**src/rtl/univ_shift_reg.sv**
```systemverilog
// Universal shift register: parallel load, shift/rotate in either direction,
// and an automatic burst engine that reports busy/done.
// The register contents port is named dout because "do" is a reserved word.
module univ_shift_reg #(
  parameter int unsigned WIDTH = 8,
  parameter int unsigned LEN_W = 4
) (
  input  logic             clk,
  input  logic             reset,
  input  logic             pl,
  input  logic [WIDTH-1:0] di,
  input  logic             en,
  input  logic [2:0]       mode,
  input  logic             sir,
  input  logic             sil,
  input  logic             start,
  input  logic [LEN_W-1:0] len,
  output logic [WIDTH-1:0] dout,
  output logic             so,
  output logic             busy,
  output logic             done
);

  localparam logic [2:0] MODE_SR = 3'b001;
  localparam logic [2:0] MODE_SL = 3'b010;
  localparam logic [2:0] MODE_RR = 3'b011;
  localparam logic [2:0] MODE_RL = 3'b100;

  typedef enum logic {IDLE, RUN} state_t;

  state_t           state;
  logic [2:0]       run_mode;
  logic [LEN_W-1:0] cnt;
  logic [WIDTH-1:0] q;

  logic [2:0]       step_mode;
  logic [WIDTH-1:0] nxt_q;
  logic             nxt_so;

  assign dout = q;

  // Result of one step; a burst uses its latched mode, a single step uses mode live
  always_comb begin
    step_mode = (state == RUN) ? run_mode : mode;
    nxt_q     = q;
    nxt_so    = so;
    case (step_mode)
      MODE_SR: begin
        nxt_q  = {sir, q[WIDTH-1:1]};
        nxt_so = q[0];
      end
      MODE_SL: begin
        nxt_q  = {q[WIDTH-2:0], sil};
        nxt_so = q[WIDTH-1];
      end
      MODE_RR: begin
        nxt_q  = {q[0], q[WIDTH-1:1]};
        nxt_so = q[0];
      end
      MODE_RL: begin
        nxt_q  = {q[WIDTH-2:0], q[WIDTH-1]};
        nxt_so = q[WIDTH-1];
      end
      default: ;
    endcase
  end

  // Register, burst FSM and handshake outputs; pl overrides and aborts any burst
  always_ff @(posedge clk or posedge reset) begin
    if (reset) begin
      state    <= IDLE;
      run_mode <= 3'b000;
      cnt      <= '0;
      q        <= '0;
      so       <= 1'b0;
      busy     <= 1'b0;
      done     <= 1'b0;
    end else begin
      done <= 1'b0;
      if (pl) begin
        q     <= di;
        state <= IDLE;
        cnt   <= '0;
        busy  <= 1'b0;
      end else begin
        case (state)
          RUN: begin
            q   <= nxt_q;
            so  <= nxt_so;
            cnt <= cnt - LEN_W'(1);
            if (cnt == LEN_W'(1)) begin
              state <= IDLE;
              busy  <= 1'b0;
              done  <= 1'b1;
            end
          end
          default: begin
            if (start) begin
              if (len != '0) begin
                run_mode <= mode;
                cnt      <= len;
                state    <= RUN;
                busy     <= 1'b1;
              end else begin
                done <= 1'b1;
              end
            end else if (en) begin
              q  <= nxt_q;
              so <= nxt_so;
            end
          end
        endcase
      end
    end
  end

endmodule

```
**config.mk**
```make
export PLATFORM = sky130hd
export DESIGN_NAME = univ_shift_reg
export DESIGN_NICKNAME = d
export VERILOG_FILES = /design/src/rtl/univ_shift_reg.sv
export SDC_FILE = /design/constraint.sdc
export NUM_CORES = 1
export LEC_CHECK = 0
export BUFFER_PORTS_ARGS = -buffer_cell sky130_fd_sc_hd__buf_2
export CORE_ASPECT_RATIO = 1.1
export CORE_MARGIN = 2
export CORE_UTILIZATION = 52
export DETAILED_ROUTE_END_ITERATION = 12
export PLACE_DENSITY = 0.85
export SYNTH_ARGS = -nofsm -noshare
export SYNTH_HDL_FRONTEND = slang
export SYNTH_SLANG_ARGS = --single-unit
export TNS_END_PERCENT = 10
```
**constraint.sdc**
```tcl
create_clock -name clk -period 2.3 [get_ports clk]
set_clock_uncertainty 0.05 [all_clocks]
set_input_delay 0 -clock clk [delete_from_list [all_inputs] [get_ports clk]]
set_output_delay 0 -clock clk [all_outputs]
set_load 0.005 [all_outputs]
```
Word-level counts from Yosys, hierarchy flattened
Cells that the tools add are included.

word-level totals
  register bits after elaboration = 19
  input bits = 22
  output and inout port bits = 11
  logic and storage cells = 59

operators by class
  add/sub/neg operators = 1
  equality and inequality tests = 8
  mux-type cells = 29
  bitwise operators = 2
  reduce and logical (&&, ||, !) cells = 12

operators with widths
  kind                                                                     number
  8-bit 2-to-1 mux                                                         4
  8-bit one-hot mux with 4 select lines                                    1
  1-bit 2-to-1 mux                                                         18
  4-bit 2-to-1 mux                                                         4
  3-bit nonzero test                                                       3
  3-bit by 2-bit equality test with 1-bit output, second input constant    2
  3-bit by 2-bit inequality test with 1-bit output, second input constant  2
  3-bit AND reduction                                                      2
  4-bit by 1-bit equality test with 1-bit output, second input constant    1
  2-bit AND reduction                                                      2
  4-bit AND reduction                                                      1
  4-bit nonzero test                                                       1
  2-bit OR reduction                                                       2
  4-bit by 1-bit subtractor with 4-bit output, second input constant       1
  3-bit by 1-bit equality test with 1-bit output, second input constant    1
  3-bit equality test, second input constant                               1
  3-bit 2-to-1 mux                                                         1
  2-bit by 1-bit inequality test with 1-bit output, second input constant  1
  1-bit NOT                                                                2
  1-bit one-hot mux with 2 select lines                                    1
  2-bit nonzero test                                                       1

Longest topological paths before layout
Gate-level depths: netlist (run 1).

  depth after elaboration = 7
  mapped depth = 6
  gate-level depth less buffers = 5

Worst setup path before layout (run 1)
Ideal clock, no wire load.

  kind = flip-flop to flip-flop
  start point = register state
  end point = register so
  setup time = 0.125 ns
  data arrival time = 1.625 ns
  required time = 2.125 ns
  path slack = 0.501 ns
  stages on the path, launching flop included = 6
  buffers on the path = 1
  clock period less this slack = 1.799 ns
  path through = dfrtp_1 > buf_4 > or2_1 > o32ai_4 > mux2_1 > mux2_2

on the way
  cells in the longest elaborated chain, start to end = 7
  elaborated cells on any way between the ends = 14
  classes of those cells = eq/ne (5); mux (5); reduce/logical (4)

RTL lines
  element                                            line  source
  from (decl)                                        31    state_t state;
  from (signal assigned)                             71    state <= IDLE;
  from (signal assigned)                             82    state <= IDLE;
  from (signal assigned)                             92    state <= IDLE;
  3-bit 2-to-1 mux                                   44    step_mode = (state == RUN) ? run_mode : mode;
  3-bit equality test, or another cell as far along  47    case (step_mode)
  2-bit OR reduction (no source line)                n/a
  1-bit one-hot mux with 2 select lines              47
  1-bit 2-to-1 mux                                   107   end else if (en) begin
  1-bit 2-to-1 mux                                   98    if (start) begin
  1-bit 2-to-1 mux                                   86    case (state)
  to (signal assigned)                               89    so <= nxt_so;
  to (signal assigned)                               109   so <= nxt_so;
  to (decl)                                          19    output logic so,

Several ways; a longest one is shown, not always the timed one. The select of a mux whose other input is x is not followed.
A chain may end at the register's enable or synchronous reset.

Final worst setup path (run 1)
  start point = register state
  end point = register q[5] (netlist: dout[5])

on the way
  cells in the longest elaborated chain, start to end = 7
  elaborated cells on any way between the ends = 13
  classes of those cells = eq/ne (5); mux (6); reduce/logical (2)

RTL lines
  element                                            line  source
  3-bit 2-to-1 mux                                   44
  3-bit equality test, or another cell as far along  47
  8-bit one-hot mux with 4 select lines              47
  8-bit 2-to-1 mux                                   107
  8-bit 2-to-1 mux                                   98
  8-bit 2-to-1 mux                                   86
  8-bit 2-to-1 mux                                   80    if (pl) begin
  to (signal assigned)                               81    q <= di;
  to (signal assigned)                               88    q <= nxt_q;
  to (signal assigned)                               108   q <= nxt_q;
  to (decl)                                          34    logic [WIDTH-1:0] q;

Several ways; a longest one is shown, not always the timed one. The select of a mux whose other input is x is not followed.

==> flow_summary.ini, run 1 <==
[run_status]
status = complete, no violations

[logic_synthesis]
synth-edff-count = 0
async_reset_ff_frac = 1.00
synth_cells = 123
ys.flop_type = dfrtp_1
synth_top_cell_area_share = 0.377
seq_area_frac_synth = 0.377
synth_cell_types = 41
yosysTopAreaCell = dfrtp_1
synthTopCellsByArea = dfrtp_1, a221oi_2, mux2i_1, a211oi_1, inv_1
yosys_warnings = 0
ys_ff_latch = 19
netlist_area_um2 = 1260
syn_area_per_cell_um2 = 10.3
synth_nets = 147

[global_route]
grtUsageTotal = 0.226
gr-total-overflow = 0
grt_pass1_wl_um = 4840
grt_pass1_vias = 1108
grt_max_degree = 20
antenna_found_initial = 0

[clock_tree]
clk_pin_slew_worst_paths_ns = 0.11
cts_max_level = 1
numClockSinks = 19
hold_buffers = 10
cts.path.max_buffers = 2
cts-root-buf = clkbuf_4
cts.repair.resized = 0
cts_made_buffers = 3
post_cts.repair.setup_buffers = 0
tritoncts = yes
clock_latency_ns = 0.30

[worst_setup_path]
startpoint_type = register
crit_required_ns = 2.45
cpPeakStageDelay_ns = 0.70
arrival_ns = 2.20
cp_max_fo = 19
cpMaxStageDelayCell = dfrtp_1
crit_chain = inv_1 > o32ai_4 > buf_4 > mux2i_1 > a221oi_2
cp-end-kind = register
critical_path_class = register to register

[drt]
drc_errors = 0
initialDrtViolationCount = 14
antenna_left = 0
drt-total-wl_um = 2970
drt_first_pass_iters = 4
viasPerCell = 5.75
wire_per_inst_um = 15.2
vias = 1127

[floorplan]
die-height_um = 55.7
ios = 33
start_util = 0.555
die_w_um = 51.0
die-area_um2 = 2840
std_cell_rows = 18
core_area_um2 = 2270

[timing]
fin_crit_sh = 0.889
slew_headroom = 0.513
maxSlewViolCount = 0
finalHoldViolCount = 0
fin_crit_ns = 2.05
rsz0062_at_grt = false
setup_tns_ns = 0
fmaxAchievable_mhz = 489
finalSetupViolCount = 0
tightest_slew_ns = 0.730

[power_and_ir_drop]
power_density_nw_per_um2 = 617
worst_ir_drop_vdd_mv = 0.400
finalPower_mw = 0.974
cellLeakagePower_nw = 0.726

[final_layout]
syn_to_final_growth_pct = 25.1
antenna_cells = 0
fin_nets = 191
postLayoutCoreUtil = 0.694
drive_above_1_share = 0.331
layoutNonFillerInstCount = 196

[worst_hold_path]
hold_path_class = input port to register

[place]
dp_cells = 182
place.gp.congestion = 0.927
hpwl_um = 2160
port_buffers = 32

[job]
cap_violations = 0
==> cells in the final DEF, fill, tap and decap left out, drive strengths merged, types with 3 or more instances in the layout <==
cell type and n:
nor3b 3, a221oi 8, nor2 4, dlygate4sd3 10, inv 14, a211oi 7
mux2i 8, a21oi 5, xnor2 4, mux2 5, buf 34, and3 4
nand2 5, dfrtp 19, nor2b 7, clkbuf 3
==> state kept, by name (all words and copies together) (netlist names) <==
signal    cells
done          1
state         1
run_mode      3
busy          1
cnt           4
so            1
dout          8
==> routing by layer <==
layer  global-route usage  part of all wire  routed length [um]  up-vias
met5                    0                 0                   0        -
met4                0.108             0.026                  78        0
met3               0.0538             0.043                 128       10
li1                     -                 -                   -      542
met2                0.371              0.50                1480       36
met1                0.272              0.43                1290      539
==> power by group <==
group	total (mW)	switching (mW)	internal (mW)
logic	0.346	0.165	0.181
registers	0.455	0.0664	0.389
clock network	0.173	0.108	0.0649
total	0.974	0.340	0.634
==> Yosys cell counts (all sizes together), types with 2 or more instances <==
cell type and instances:
and3 4, o21ai 2, mux2i 8, ha 2, buf 3, mux2 5
a31oi 2, or3 2, a221oi 8, nor3b 3, nor2b 7, nand2 5
a21oi 5, dfrtp 19, clkbuf 2, inv 14, or2 2, xnor2 4
a211oi 7, nor2 4
==> through the flow <==
step	setup WS [ns]	hold slack, ns	cell area [um^2]
floorplan	0.501	-0.0989	1260
global placement	0.380	0.0954	1450
detailed placement	0.287	0.118	1450
CTS	0.281	0.000451	1580
global route	0.129	0.00401	1580
finish	0.255	0.00521	1580
==> critical path, delay by kind of cell, from the launching register on <==
family / cells / cell delay (ns)
flip-flops: 1 / 0.70
multiplexers: 1 / 0.11
AO/OA/AOI/OAI: 2 / 0.62
buffers and inverters: 2 / 0.46
==> layout make-up <==
class / instances / area [um^2]
Timing Repair Buffer: 44 / 275
Multi-Input combinational cell: 85 / 711
Clock inverter: 1 / 5.00
Clock buffer: 3 / 22.5
Fill cell: 177 / 696
Inverter: 14 / 52.6
Tap cell: 30 / 37.5
Sequential cell: 19 / 475
==> path summary, 6_finish.rpt <==
| kind | startpoint | endpoint | slack [ns] | cells after the start |
|---|---|---|---|---|
| max reg2reg | state | dout[5] | 0.25 | 5 |
| max in group asynchronous | reset | dout[0] | 1.44 | 3 |
| min reg2reg | so | so | 0.48 | 1 |
| min | di[1] | dout[1] | 0.005 | 3 |
| max | state | dout[5] | 0.25 | 5 |
| min in group asynchronous | reset | run_mode[1] | 0.30 | 3 |
==> kinds of logic after synthesis <==
logic type	count (synthesis)	share of synthesized area
XOR/XNOR	4	0.0277
AND/OR/NAND/NOR	36	0.174
adder cells (fa/ha/maj)	2	0.0198
flip-flops	19	0.377
multiplexers	13	0.108
buffers and inverters	19	0.0605
AO/OA/AOI/OAI	30	0.233
Note: power is estimated with default switching activity, not from simulation.
==> inputs of run 2 (changes only) <==
--- a/config.mk
+++ b/config.mk
@@ -8,9 +8,9 @@
 export BUFFER_PORTS_ARGS = -buffer_cell sky130_fd_sc_hd__buf_2
 export CORE_ASPECT_RATIO = 1.1
 export CORE_MARGIN = 2
-export CORE_UTILIZATION = 52
+export CORE_UTILIZATION = 55
 export DETAILED_ROUTE_END_ITERATION = 12
-export PLACE_DENSITY = 0.85
+export PLACE_DENSITY = 0.83
 export SYNTH_ARGS = -nofsm -noshare
 export SYNTH_HDL_FRONTEND = slang
 export SYNTH_SLANG_ARGS = --single-unit
==> constraint.sdc (replaced) <==
create_clock -name clk -period 2.65 [get_ports clk]
set_clock_uncertainty 0.05 [all_clocks]
set_input_delay 0 -clock clk [delete_from_list [all_inputs] [get_ports clk]]
set_output_delay 0 -clock clk [all_outputs]
set_load 0.005 [all_outputs]
==> flow_summary.ini, run 2 (synthesis results as in run 1) <==
[run_status]
status = complete, no violations

[timing]
maxSlewViolCount = 0
slew_headroom = 0.521
holdWs_ns = 0.0310
setup_tns_ns = 0
finalSetupViolCount = 0
tightest_slew_ns = 0.718
finalHoldViolCount = 0
rsz0062_at_grt = false
fin_crit_ns = 2.16
postLayoutSetupSlackWorst_ns = 0.494
fin_crit_sh = 0.813
fmaxAchievable_mhz = 464

[power_and_ir_drop]
power_density_nw_per_um2 = 533
finalPower_mw = 0.847
cellLeakagePower_nw = 0.726
worst_ir_drop_vdd_mv = 0.436

[drt]
wire_per_inst_um = 14.5
drt_first_pass_iters = 4
vias = 1131
initialDrtViolationCount = 35
drc_errors = 0
drt-total-wl_um = 2860
viasPerCell = 5.74
antenna_left = 0

[final_layout]
layoutNonFillerInstCount = 197
fill_cells = 181
layout_common_cells = buf_2, dfrtp_1, inv_1
largest_reg_flops = 8
fin_nets = 192
seq_area_um2 = 475
multi_input_area_um2 = 711
drive_above_1_share = 0.317
antenna_cells = 0
final_common_cell = buf_2
syn_to_final_growth_pct = 26.0

[worst_hold_path]
hold_path_class = input port to register

[floorplan]
ios = 33
die_w_um = 49.7
die-height_um = 54.3
die-area_um2 = 2700
core_area_um2 = 2210
std_cell_rows = 18
start_util = 0.572

[clock_tree]
post_cts.repair.setup_buffers = 0
clock_latency_ns = 0.30
hold_buffers = 12
clk_pin_slew_worst_paths_ns = 0.12
cts_max_level = 1
numClockSinks = 19
cts.repair.resized = 0
cts_made_buffers = 3
cts.path.max_buffers = 2
cts-root-buf = clkbuf_4
tritoncts = yes

[worst_setup_path]
cpPeakStageDelay_ns = 0.71
startpoint_type = register
crit_chain = and4bb_2 > a21oi_1 > a21oi_2 > mux2_2
path_buf_inv = 0
arrival_ns = 2.31
crit_required_ns = 2.80
cp_max_fo = 19
critical_path_class = register to register
cp-end-kind = register
cpMaxStageDelayCell = dfrtp_1
crit_family = flip-flops

[global_route]
antenna_found_initial = 0
gr-total-overflow = 0
grt_pass1_wl_um = 4770
grtUsageTotal = 0.232
grt_pass1_vias = 1083
grt_max_degree = 20

[job]
cap_violations = 0

[place]
port_buffers = 32
pre_cts_ws_ns = 0.537
dp_cells = 181
hpwl_um = 2040
place.gp.congestion = 0.839
run 2: changes by cell type in the layout (fill, tap and decap cells not counted), sizes merged:
cell / previous run / this run
clkinv: 1 / 0
clkbuf: 3 / 4
dlygate4sd3: 10 / 12
buf: 34 / 33
run 2: final timing paths:
check / start / to / slack, ns / cells past startpoint
min in group asynchronous: reset / so / 0.29 / 3
max reg2reg: state / so / 0.49 / 4
min: start / state / 0.03 / 3
max: state / so / 0.49 / 4
min reg2reg: so / so / 0.50 / 1
max in group asynchronous: reset / dout[2] / 1.80 / 3
run 2: worst register-to-register path, stage by stage (launching register included):
cell and delay, ns:
dfrtp_1 0.71, and4bb_2 0.36, a21oi_1 0.07, a21oi_2 0.47
mux2_2 0.40
run 2: power breakdown:
group	leakage [nW]	switching [mW]	total [mW]	internal (mW)
Combinational	0.483	0.139	0.295	0.157
Clock	0.0150	0.0949	0.154	0.0587
Sequential	0.228	0.0609	0.398	0.337
Total	0.726	0.294	0.847	0.553
run 2: area by class of cell:
class                   count  share of cell area
well taps                  30              0.0236
inverters                  14              0.0330
clock buffers               4              0.0165
flip-flops and latches     19               0.299
multi-input cells          85               0.447
repair buffers             45               0.181
run 2: through the flow:
| step | util | area, um^2 |
|---|---|---|
| final | 0.721 | 1590 |
| after global routing | 0.721 | 1590 |
| after CTS | 0.721 | 1590 |
| after detailed placement | 0.654 | 1440 |
| after global placement | 0.654 | 1440 |
| after floorplan | - | 1260 |
run 2: per-layer routing:
| metal | GRT usage | wire, um | up-vias |
|---|---|---|---|
| met5 | 0 | 0 | - |
| met4 | 0.0833 | 32 | 0 |
| met3 | 0.0355 | 144 | 4 |
| met2 | 0.413 | 1450 | 39 |
| met1 | 0.290 | 1240 | 546 |
| li1 | - | - | 542 |
